`config.mk`:
```
export PLATFORM = sky130hd
export DESIGN_NAME = fir_out_fifo
export DESIGN_NICKNAME = d
export VERILOG_FILES = /design/src/rtl/fir_pkg.sv /design/src/rtl/fir_fifo_ram.sv /design/src/rtl/fir_out_fifo.sv
export SDC_FILE = /design/constraint.sdc
export NUM_CORES = 1
export LEC_CHECK = 0
export ABC_AREA = 1
export BUFFER_PORTS_ARGS = -buffer_cell sky130_fd_sc_hd__buf_2
export CAP_MARGIN = 25
export CELL_PAD_IN_SITES_DETAIL_PLACEMENT = 1
export CELL_PAD_IN_SITES_GLOBAL_PLACEMENT = 2
export CORE_UTILIZATION = 39
export DETAILED_ROUTE_END_ITERATION = 10
export GPL_TIMING_DRIVEN = 0
export PLACE_DENSITY = 0.72
export SLEW_MARGIN = 20
export SYNTH_ARGS = -nofsm -noshare
export SYNTH_HDL_FRONTEND = slang
export SYNTH_SLANG_ARGS = --single-unit
```
`constraint.sdc`:
```
create_clock -name axis_clk -period 3 [get_ports axis_clk]
set_input_delay 0.3 -clock axis_clk [delete_from_list [all_inputs] [get_ports axis_clk]]
set_output_delay 0.3 -clock axis_clk [all_outputs]
set_load 0.05 [all_outputs]
```
`src/rtl/fir_pkg.sv`:
```
// Shared constants for the FIR datapath and its output stage.
package fir_pkg;
    localparam int FIR_DATA_WIDTH = 32;
    localparam int FIR_FRAME_LEN  = 600;
    localparam int FIR_TAP_NUM    = 11;
endpackage

```
`src/rtl/fir_fifo_ram.sv`:
```
// Storage array for the output FIFO: one synchronous write port and one asynchronous read port.
module fir_fifo_ram #(
    parameter int pWIDTH     = 33,
    parameter int pADDR_BITS = 4
) (
    input  logic                  clk,
    input  logic                  we,
    input  logic [pADDR_BITS-1:0] waddr,
    input  logic [pWIDTH-1:0]     wdata,
    input  logic [pADDR_BITS-1:0] raddr,
    output logic [pWIDTH-1:0]     rdata
);
    logic [pWIDTH-1:0] mem [2**pADDR_BITS];

    always_ff @(posedge clk) begin
        if (we) begin
            mem[waddr] <= wdata;
        end
    end

    assign rdata = mem[raddr];
endmodule

```
`src/rtl/fir_out_fifo.sv`:
```
// AXI-Stream elastic buffer behind the FIR core: first-word-fall-through FIFO,
// input frame-length checker and delivered-frame counter.
module fir_out_fifo
    import fir_pkg::*;
#(
    parameter int pDATA_WIDTH = FIR_DATA_WIDTH,
    parameter int pADDR_BITS  = 4,
    parameter int pFRAME_LEN  = FIR_FRAME_LEN
) (
    input  logic                   axis_clk,
    input  logic                   axis_rst_n,
    input  logic                   s_tvalid,
    input  logic [pDATA_WIDTH-1:0] s_tdata,
    input  logic                   s_tlast,
    output logic                   s_tready,
    output logic                   m_tvalid,
    output logic [pDATA_WIDTH-1:0] m_tdata,
    output logic                   m_tlast,
    input  logic                   m_tready,
    input  logic                   clr,
    output logic [pADDR_BITS:0]    level,
    output logic [15:0]            frame_cnt,
    output logic                   len_err
);
    localparam int PTR_W  = pADDR_BITS + 1;
    localparam int BEAT_W = $clog2(pFRAME_LEN + 1);
    localparam logic [BEAT_W-1:0] BEAT_LAST = BEAT_W'(pFRAME_LEN - 1);

    logic [pADDR_BITS:0]  wr_ptr, rd_ptr, wr_ptr_nxt, rd_ptr_nxt;
    logic [pDATA_WIDTH:0] rd_word;
    logic [BEAT_W-1:0]    in_beat;
    logic                 empty, full_nxt, push, pop;

    fir_fifo_ram #(
        .pWIDTH     (pDATA_WIDTH + 1),
        .pADDR_BITS (pADDR_BITS)
    ) u_ram (
        .clk   (axis_clk),
        .we    (push),
        .waddr (wr_ptr[pADDR_BITS-1:0]),
        .wdata ({s_tlast, s_tdata}),
        .raddr (rd_ptr[pADDR_BITS-1:0]),
        .rdata (rd_word)
    );

    assign empty      = (wr_ptr == rd_ptr);
    assign push       = s_tvalid && s_tready;
    assign pop        = m_tvalid && m_tready;
    assign wr_ptr_nxt = wr_ptr + PTR_W'(push);
    assign rd_ptr_nxt = rd_ptr + PTR_W'(pop);
    // Ready is registered, so it is derived from the post-update pointers.
    assign full_nxt   = (wr_ptr_nxt[pADDR_BITS] != rd_ptr_nxt[pADDR_BITS]) &&
                        (wr_ptr_nxt[pADDR_BITS-1:0] == rd_ptr_nxt[pADDR_BITS-1:0]);

    assign m_tvalid            = !empty;
    assign {m_tlast, m_tdata}  = empty ? '0 : rd_word;
    assign level               = wr_ptr - rd_ptr;

    always_ff @(posedge axis_clk or negedge axis_rst_n) begin
        if (!axis_rst_n) begin
            wr_ptr   <= '0;
            rd_ptr   <= '0;
            s_tready <= 1'b0;
        end else begin
            wr_ptr   <= wr_ptr_nxt;
            rd_ptr   <= rd_ptr_nxt;
            s_tready <= !full_nxt;
        end
    end

    // An over-long frame is cut at pFRAME_LEN beats; the next beat starts a fresh frame.
    always_ff @(posedge axis_clk or negedge axis_rst_n) begin
        if (!axis_rst_n) begin
            in_beat   <= '0;
            len_err   <= 1'b0;
            frame_cnt <= '0;
        end else if (clr) begin
            in_beat   <= '0;
            len_err   <= 1'b0;
            frame_cnt <= '0;
        end else begin
            if (push) begin
                if (s_tlast || (in_beat == BEAT_LAST)) begin
                    in_beat <= '0;
                    if (in_beat != BEAT_LAST || !s_tlast) begin
                        len_err <= 1'b1;
                    end
                end else begin
                    in_beat <= in_beat + 1'b1;
                end
            end
            if (pop && m_tlast) begin
                frame_cnt <= frame_cnt + 16'd1;
            end
        end
    end
endmodule

```
==> summary.md, run 1 <==
| Metric | Value |
|---|---|
| CTS Buffer Depth | 3 |
| Slew margin rel. | between 30% and 40% |
| Worst setup path class | flip-flop to output pin |
| Post-synth top flop | edfxtp_1 |
| Crit-path cells | inv_4, buf_6, ha_1, nand2_4, nor2_4, nand2_4, inv_8, buf_4, buf_4, a21oi_4, buf_6 |
| Max_cap viols | 0 |
| Fin Hold WS | ~0.056 ns |
| Placed inst area | 25300 µm² |
| Syn Nets | between 1500 and 2000 |
| Clk root buf | clkbuf_16 |
| Final Wtd Congestion | 0.785 |
| Total gr overflow | 0 |
| Status | completed |
| Mapped Cells | 1900 |
| First-pass DRT Iterations | 5 |
| Core Area | approximately 58000 µm² |
| Clock Latency Late Sink | about 0.63 ns |
| Cell row count | 88 |
| Hold Path Depth | 1 |
| Final Hold Fails | 0 |
| Least-Margin Pin Slew | 1.02 ns |
| Detailed Route Iter0 Violations | ~1100 |
| Hold Crit Class | primary input to flip-flop |
| Crit path largest cell delay | 0.41 ns |
| Antenna cells | 0 |
| FF+latch count, synth | about 570 |
| EDFF count, synth | about 530 |
| Detailed placement HPWL | roughly 48000 µm |
| Final WL | 74000 µm |
| CTS sink cnt | between 500 and 600 |
| Sequential fraction of the synthesis area | between 70% and 80% |
| Final instance area | 28400 µm² |
| Final setup fails | 0 |
| Initial antenna violation count | 2 |
| Sw Share | between 40% and 50% |
| H-tree depth | 2 |
| Buf/Inv on CP | 6 |
| Global router's overall resource usage | 24.8% |
| Hold Crit Endpoint | u_ram.mem[1][15]$_DFFE_PP_ |
| FF-to-FF End | s_tready$_DFF_PN0_ |
| Reg-to-reg slack, setup | 0.15 ns |
| Mean area per synthesized cell | roughly 12 µm² |
| Fraction of registers with async set/reset | around 6.7% |
| Antenna-violating nets left | 0 |
| Net Sw Power | roughly 0.014 W |
| CP max stage cell | dfrtp_1 |
| Critical R2R Launch | rd_ptr[1]$_DFF_PN0_ |
| Total Power | approximately 0.033 W |
| First-pass GRT wire length | about 110000 µm |
| Critical-path maximum fanout | 10 |
| CTS clock-pin slew for the worst setup and hold paths | around 0.06 ns |
| Worst R2R Path Depth | 17 |
| Static leakage | slightly above 10 nW |
| Die X | approximately 250 µm |
| Fin crit share | a little over nine tenths |
| Final Slew Violations | 0 |
| Int Pwr | 0.0187 W |
| RSZ-0062 raised after global routing | true |
| Total CTS buffers | 60 |
| Fin nets | 2157 |
| DIE AREA | 60400 µm² |
| Drt wl/cell | 25.3 µm |
| Share of layout cells above drive strength 1 | ~19% |
| Initial Util | between 30% and 40% |
| CP top delay family | buffers and inverters |
| Sequential power share | between 30% and 40% |
| Power share of the clock group | a little over a fifth |
| CTS tree | built |
| Worst EP arrival | roughly 2.7 ns |
| Tmin final | approximately 3 ns |
| Vias | about 16000 |
| Via density | between 5 and 6 |
| Peak Freq | between 300 and 400 MHz |
| Worst Hold Launch | s_tdata[15] |
| Post-synthesis instance area | approximately 23000 µm² |
| Pin count of the biggest net entering global routing | 39 |
| Yosys warns | 0 |
| Crit. End Element | output pin |
| Peak supply drop | 1.21 mV |
| Die height | roughly 250 µm |
| Unique cell type count in the Yosys netlist | 33 |
| DRC viols | 0 |
| Critical path launch point type | flip-flop |
| CP required | roughly 2.7 ns |
| Clk_skew | 0.0119 ns |
| Combinational fraction of design power | around 48% |
| IO Pins | 95 |
| # port buffers | 94 |
| Layout area overhead | 22.4% |
| Power per cell area | between 1000 and 1500 nW/µm² |
| Vias in the first global route | 16800 |
[registers in the layout (all words and copies together) (netlist names)]
signal and cells:
u_ram.mem 528, in_beat 10, rd_ptr 5, frame_cnt 16, len_err 1, wr_ptr 5
s_tready 1
[synthesized netlist by cell type, drive strengths merged (2+ instances only)]
cell | count | area [µm²]
ha | 10 | 125
inv | 90 | 338
nand3 | 73 | 370
buf | 54 | 359
clkinv | 2 | 7.51
nor3b | 2 | 15.0
nand2 | 190 | 728
edfxtp | 528 | 15900
dfrtp | 38 | 951
xnor2 | 7 | 61.3
clkbuf | 58 | 218
nor3 | 8 | 45.0
nor2 | 366 | 1380
o211ai | 65 | 488
nand4 | 20 | 125
xor2 | 15 | 131
o22ai | 64 | 400
o21ai | 266 | 1330
a21oi | 40 | 200
[routing by layer]
layer / track usage (%) / up-vias / part of all wire (%)
met5: 0 / - / 0.012
met3: 3.03 / 127 / 4.5
li1: - / 7245 / -
met4: 7.22 / 2 / 2.5
met1: 32.6 / 8234 / 43
met2: 42.8 / 384 / 50
[power by group through the flow]
stage / Combinational, W / Clock [W] / Sequential (W)
after floorplan: 0.00831 / 0 / 0.00996
after global placement: 0.0127 / 0 / 0.0100
after detailed placement: 0.0133 / 0 / 0.00996
after CTS: 0.0156 / 0.00730 / 0.00981
after global routing: 0.0168 / 0.00755 / 0.00988
final: 0.0158 / 0.00719 / 0.00982
[logic make-up (layout without fill, tap and decap cells)]
| family | after synthesis | in the layout | share of synthesized area [%] |
|---|---|---|---|
| xor gates and xnor gates | 22 | 22 | 0.831 |
| DFF | 566 | 566 | 72.5 |
| adders and majority gates | 11 | 11 | 0.626 |
| buffers and inverters | 204 | 460 | 3.98 |
| and+or+nand+nor | 659 | 659 | 11.5 |
| AOI/OAI and AO/OA | 438 | 438 | 10.5 |
[stage by stage]
step / setup WS, ns / utilization [%] / setup TNS, ns / std cells
4_1_cts: 0.00308 / 48.4 / 0 / 2915
3_5_place_dp: -0.835 / 43.4 / -21.67 / 2781
5_1_grt: -0.0114 / 48.7 / -0.0546 / 2921
2_1_floorplan: 0.00183 / - / 0 / 1900
6_report: 0.0457 / 48.7 / 0 / 2921
3_3_place_gp: -1.52 / 42.3 / -709.75 / 2759
[how the worst max path moves through the flow]
stage                              startpoint                         end  slack [ns]  cells after the start
final                     rd_ptr[3]$_DFF_PN0_                  m_tdata[0]        0.05                     11
after global routing      rd_ptr[3]$_DFF_PN0_                  m_tdata[0]       -0.01                     11
after CTS                 rd_ptr[1]$_DFF_PN0_                 m_tdata[18]       0.003                      9
after detailed placement  rd_ptr[2]$_DFF_PN0_          s_tready$_DFF_PN0_       -0.83                     16
after global placement     s_tready$_DFF_PN0_  u_ram.mem[0][18]$_DFFE_PP_       -1.52                      4
after floorplan           rd_ptr[1]$_DFF_PN0_          s_tready$_DFF_PN0_       0.002                     17
[repair_timing]
item	CTS	global route
hold endpoints to repair	40	0
setup buffers	19	5
pin swaps	3	6
setup endpoints to repair	53	32
resized for setup	247	69
hold buffers	2	0
gates cloned	5	0
[cells in the final DEF, fill, tap and decap left out, types with 3 or more instances in the layout]
cell type / n
a21oi_1: 8
a21oi_2: 26
a21oi_4: 6
buf_12: 13
buf_16: 12
buf_2: 74
buf_4: 43
buf_6: 49
buf_8: 13
bufinv_16: 5
clkbuf_1: 25
clkbuf_16: 67
clkbuf_2: 14
clkbuf_4: 20
clkinv_1: 16
clkinv_2: 7
dfrtp_1: 36
edfxtp_1: 528
ha_1: 7
inv_1: 84
inv_8: 3
nand2_1: 183
nand2_4: 5
nand3_1: 72
nand4_1: 20
nor2_1: 346
nor2_4: 18
nor3_1: 7
o211ai_1: 65
o21ai_0: 247
o21ai_1: 19
o22ai_1: 63
xnor2_1: 6
xor2_1: 14
[cell type report]
type | instances | area [µm²]
Timing Repair Buffer | 147 | 1520
Sequential cell | 566 | 16800
Tap cell | 765 | 957
Buffer | 110 | 1000
Multi-Input combinational cell | 1130 | 5820
Clock inverter | 32 | 293
Inverter | 92 | 383
Timing Repair inverter | 1 | 11.3
Clock buffer | 78 | 1570
Fill cell | 5967 | 29900
Note: power is estimated with default switching activity, not from simulation.
==> inputs of run 2 (changes only) <==
--- a/config.mk
+++ b/config.mk
@@ -10,10 +10,10 @@
 export CAP_MARGIN = 25
 export CELL_PAD_IN_SITES_DETAIL_PLACEMENT = 1
 export CELL_PAD_IN_SITES_GLOBAL_PLACEMENT = 2
-export CORE_UTILIZATION = 39
+export CORE_UTILIZATION = 43
 export DETAILED_ROUTE_END_ITERATION = 10
 export GPL_TIMING_DRIVEN = 0
-export PLACE_DENSITY = 0.72
+export PLACE_DENSITY = 0.75
 export SLEW_MARGIN = 20
 export SYNTH_ARGS = -nofsm -noshare
 export SYNTH_HDL_FRONTEND = slang
==> constraint.sdc (replaced) <==
create_clock -name axis_clk -period 3.3 [get_ports axis_clk]
set_input_delay 0.33 -clock axis_clk [delete_from_list [all_inputs] [get_ports axis_clk]]
set_output_delay 0.33 -clock axis_clk [all_outputs]
set_load 0.05 [all_outputs]
==> run 2 against run 1 <==
  * The run now ends with design-rule violations left
  * Register-to-register slack improved by 0.07 ns
  * Highest routed layer is now met4
  * Clock power fell by 8.5%
  * Total power fell by 14%
  * Hold slack better by 0.031 ns
  * Combinational power shrank 20%
  * Non-clock buffer count is 27 lower
  * Final cell count fell by 3.6%
  * Global-route usage increased by 1.3 points
==> summary.md, run 2 (synthesis gave the netlist of run 1 again) <==
| Metric | Value |
|---|---|
| Cell row count | 84 (-4.5%) |
| Fin crit share | 97.1% |
| Most flop-heavy register | u_ram.mem |
| Critical R2R Launch | rd_ptr[1]$_DFF_PN0_ |
| Total gr overflow | 0 (unchanged) |
| Via density | 5.63 (+2.9%) |
| Final instance count without filler cells | 2815 (-3.6%) |
| Vias | 15900 (-0.87%) |
| Tmin final | approximately 3.2 ns |
| CTS clock-pin slew for the worst setup and hold paths | 0.06 ns (about the same) |
| Drt wl/cell | 25.0 µm (-1.2%) |
| CP top delay family | buffers and inverters |
| Critical Path Stages | 8 (-3) |
| Die height | 234 µm (-4.7%) |
| Peak Freq | 312 MHz |
| Slew margin rel. | 38.7% (+6.4 points) |
| Max reg flops | 528 (unchanged) |
| CTS sink cnt | 566 (unchanged) |
| Final WL | 70500 µm (-4.8%) |
| Antenna-violating nets left | 0 (unchanged) |
| CP endpoint | m_tdata[7] |
| Final Wtd Congestion | 0.802 (+2.2%) |
| Critical path launch point type | flip-flop |
| Core Area | 52900 µm² (-9.2%) |
| Worst R2R Path Depth | 17 (unchanged) |
| Fin nets | 2129 (-1.3%) |
| Static leakage | 9.73 nW (-3.5%) |
| Worst EP arrival | 2.87 ns (+0.22 ns) |
| Total Power | 0.0281 W (-14%) |
| RSZ-0062 raised after global routing | false |
| Max_cap viols | 0 (unchanged) |
| Die X | 234 µm (-4.7%) |
| Pin count of the biggest net entering global routing | 39 (unchanged) |
| H-tree depth | 2 (unchanged) |
| Peak supply drop | 1.57 mV (+30%) |
| CP required | 2.97 ns (+0.27 ns) |
| Crit. End Element | output pin |
| Vias in the first global route | 16500 (-1.6%) |
| Hold Crit Class | primary input to flip-flop |
| Worst setup path class | flip-flop to output pin |
| # port buffers | 94 (unchanged) |
| Antenna cells | 0 (unchanged) |
| Global router's overall resource usage | 26.0% (+1.3 points) |
| First-pass GRT wire length | 104000 µm (-4.9%) |
| Layout area overhead | 18.1% |
| Violated checks | design-rule violations |
| Final setup fails | 0 (unchanged) |
| Final Hold Fails | 0 (unchanged) |
| Worst setup path start | rd_ptr[1]$_DFF_PN0_ |
| DIE AREA | 54800 µm² (-9.2%) |
| CP max stage cell | dfrtp_2 |
| Setup TNS | 0 ns (unchanged) |
| Critical-path maximum fanout | 10 (unchanged) |
| DRC viols | 3 (+3) |
| FF-to-FF End | s_tready$_DFF_PN0_ |
| Cells after DPL | 2702 (-2.8%) |
| First-pass DRT Iterations | 8 (+3) |
| Largest registers | u_ram.mem (528), frame_cnt (16), in_beat (10) |
| Power per cell area | 1030 nW/µm² (-11%) |
| Commonest cells after routing, fill and taps aside | 528 x edfxtp_1, 348 x nor2_1, 247 x o21ai_0 |
| Crit-path cells | buf_8, buf_4, clkbuf_2, o21ai_0, o211ai_1, nand3_1, a21oi_1, clkbuf_4 |
| Share of layout cells above drive strength 1 | 16.1% (-2.5 points) |
| Reg-to-reg slack, setup | 0.22 ns (+0.07 ns) |
| Initial Util | 43.8% (+4.0 points) |
| Least-Margin Pin Slew | 0.920 ns (-0.0960 ns) |
| Final Slew Violations | 0 (unchanged) |
| IO Pins | 95 (unchanged) |
| CTS Buffer Depth | 3 (unchanged) |
| Status | complete, but fails checks |
| Buf/Inv on CP | 4 (-2) |
| Crit path largest cell delay | 0.43 ns (+0.02 ns) |
| Initial antenna violation count | 1 (-1) |
| Detailed placement HPWL | 47100 µm (-1.2%) |
| Clk_skew | 0.0231 ns (+0.0112 ns) |
| Commonest non-fill, non-tap cell in the layout | edfxtp_1 |
| Total CTS buffers | 60 (unchanged) |
| Clock Latency Late Sink | 0.63 ns (about the same) |
| Detailed Route Iter0 Violations | 1308 (+15%) |
| CTS tree | built |
| Clk root buf | clkbuf_16 |
==> run 2: per-stage QoR <==
step	area [µm²]	hold WS, ns	util, %	worst slack, ns
after global routing	27400	0.0870	51.8	0.00102
after floorplan	23200	0.0344	-	0.0359
after global placement	24500	0.501	46.4	-1.15
after CTS	27300	0.0647	51.6	0.0122
after detailed placement	25100	0.520	47.5	-0.708
final	27400	0.0863	51.8	0.0960
==> run 2: repair_timing <==
action / in CTS / in global routing
setup endpoints to repair: 42 / 33
buffers inserted: 1 / 1
pin swaps: 1 / 0
resized for setup: 101 / 42
hold endpoints to repair: 39 / 0
hold buffers: 2 / 0
==> run 2: final cells by class <==
type                    count  area, µm²
well taps                 688        861
multi-input cells        1130       5640
repair buffers            118       1060
clock inverters            33        282
flip-flops and latches    566      16800
inverters                  92        360
fillers                  5438      25500
plain buffers             112        753
clock buffers              76       1610
==> run 2: worst register-to-register path, stage by stage (launching register included) <==
cell,delay [ns]
dfrtp_2,0.43
buf_8,0.18
inv_4,0.07
buf_6,0.15
buf_6,0.15
ha_1,0.32
nand2_1,0.05
nor2_1,0.11
nand2_2,0.11
inv_8,0.16
nor2_4,0.06
buf_4,0.17
ha_1,0.21
ha_1,0.21
xor2_1,0.25
xor2_1,0.11
nor2_1,0.12
nand4_1,0.09
==> run 2: report_power, final <==
part	leakage, nW	switching, W	total (W)	internal, W
Clock	0.932	0.00282	0.00658	0.00376
Combinational	3.53	0.00906	0.0126	0.00352
Sequential	5.27	0.000253	0.00893	0.00868
==> run 2: worst min path at each step <==
| stage | slack [ns] | depth (start not counted) | endpoint | start |
|---|---|---|---|---|
| 6_report | 0.09 | 1 | u_ram.mem[0][14]$_DFFE_PP_ | s_tdata[14] |
| 5_1_grt | 0.09 | 1 | u_ram.mem[7][19]$_DFFE_PP_ | s_tdata[19] |
| 4_1_cts | 0.06 | 1 | u_ram.mem[7][19]$_DFFE_PP_ | s_tdata[19] |
| 3_5_place_dp | 0.52 | 1 | frame_cnt[1]$_DFFE_PN0P_ | axis_rst_n |
| 3_3_place_gp | 0.50 | 2 | len_err$_DFFE_PN0P_ | len_err$_DFFE_PN0P_ |
| 2_1_floorplan | 0.03 | 0 | frame_cnt[0]$_DFFE_PN0P_ | axis_rst_n |
==> run 2: metal layers <==
metal	global-route usage (%)	vias up	share of wire, %
met4	8.24	0	2.5
met2	43.0	429	48
met3	3.44	111	4.7
li1	-	7192	-
met1	35.7	8121	44
met5	0	-	0
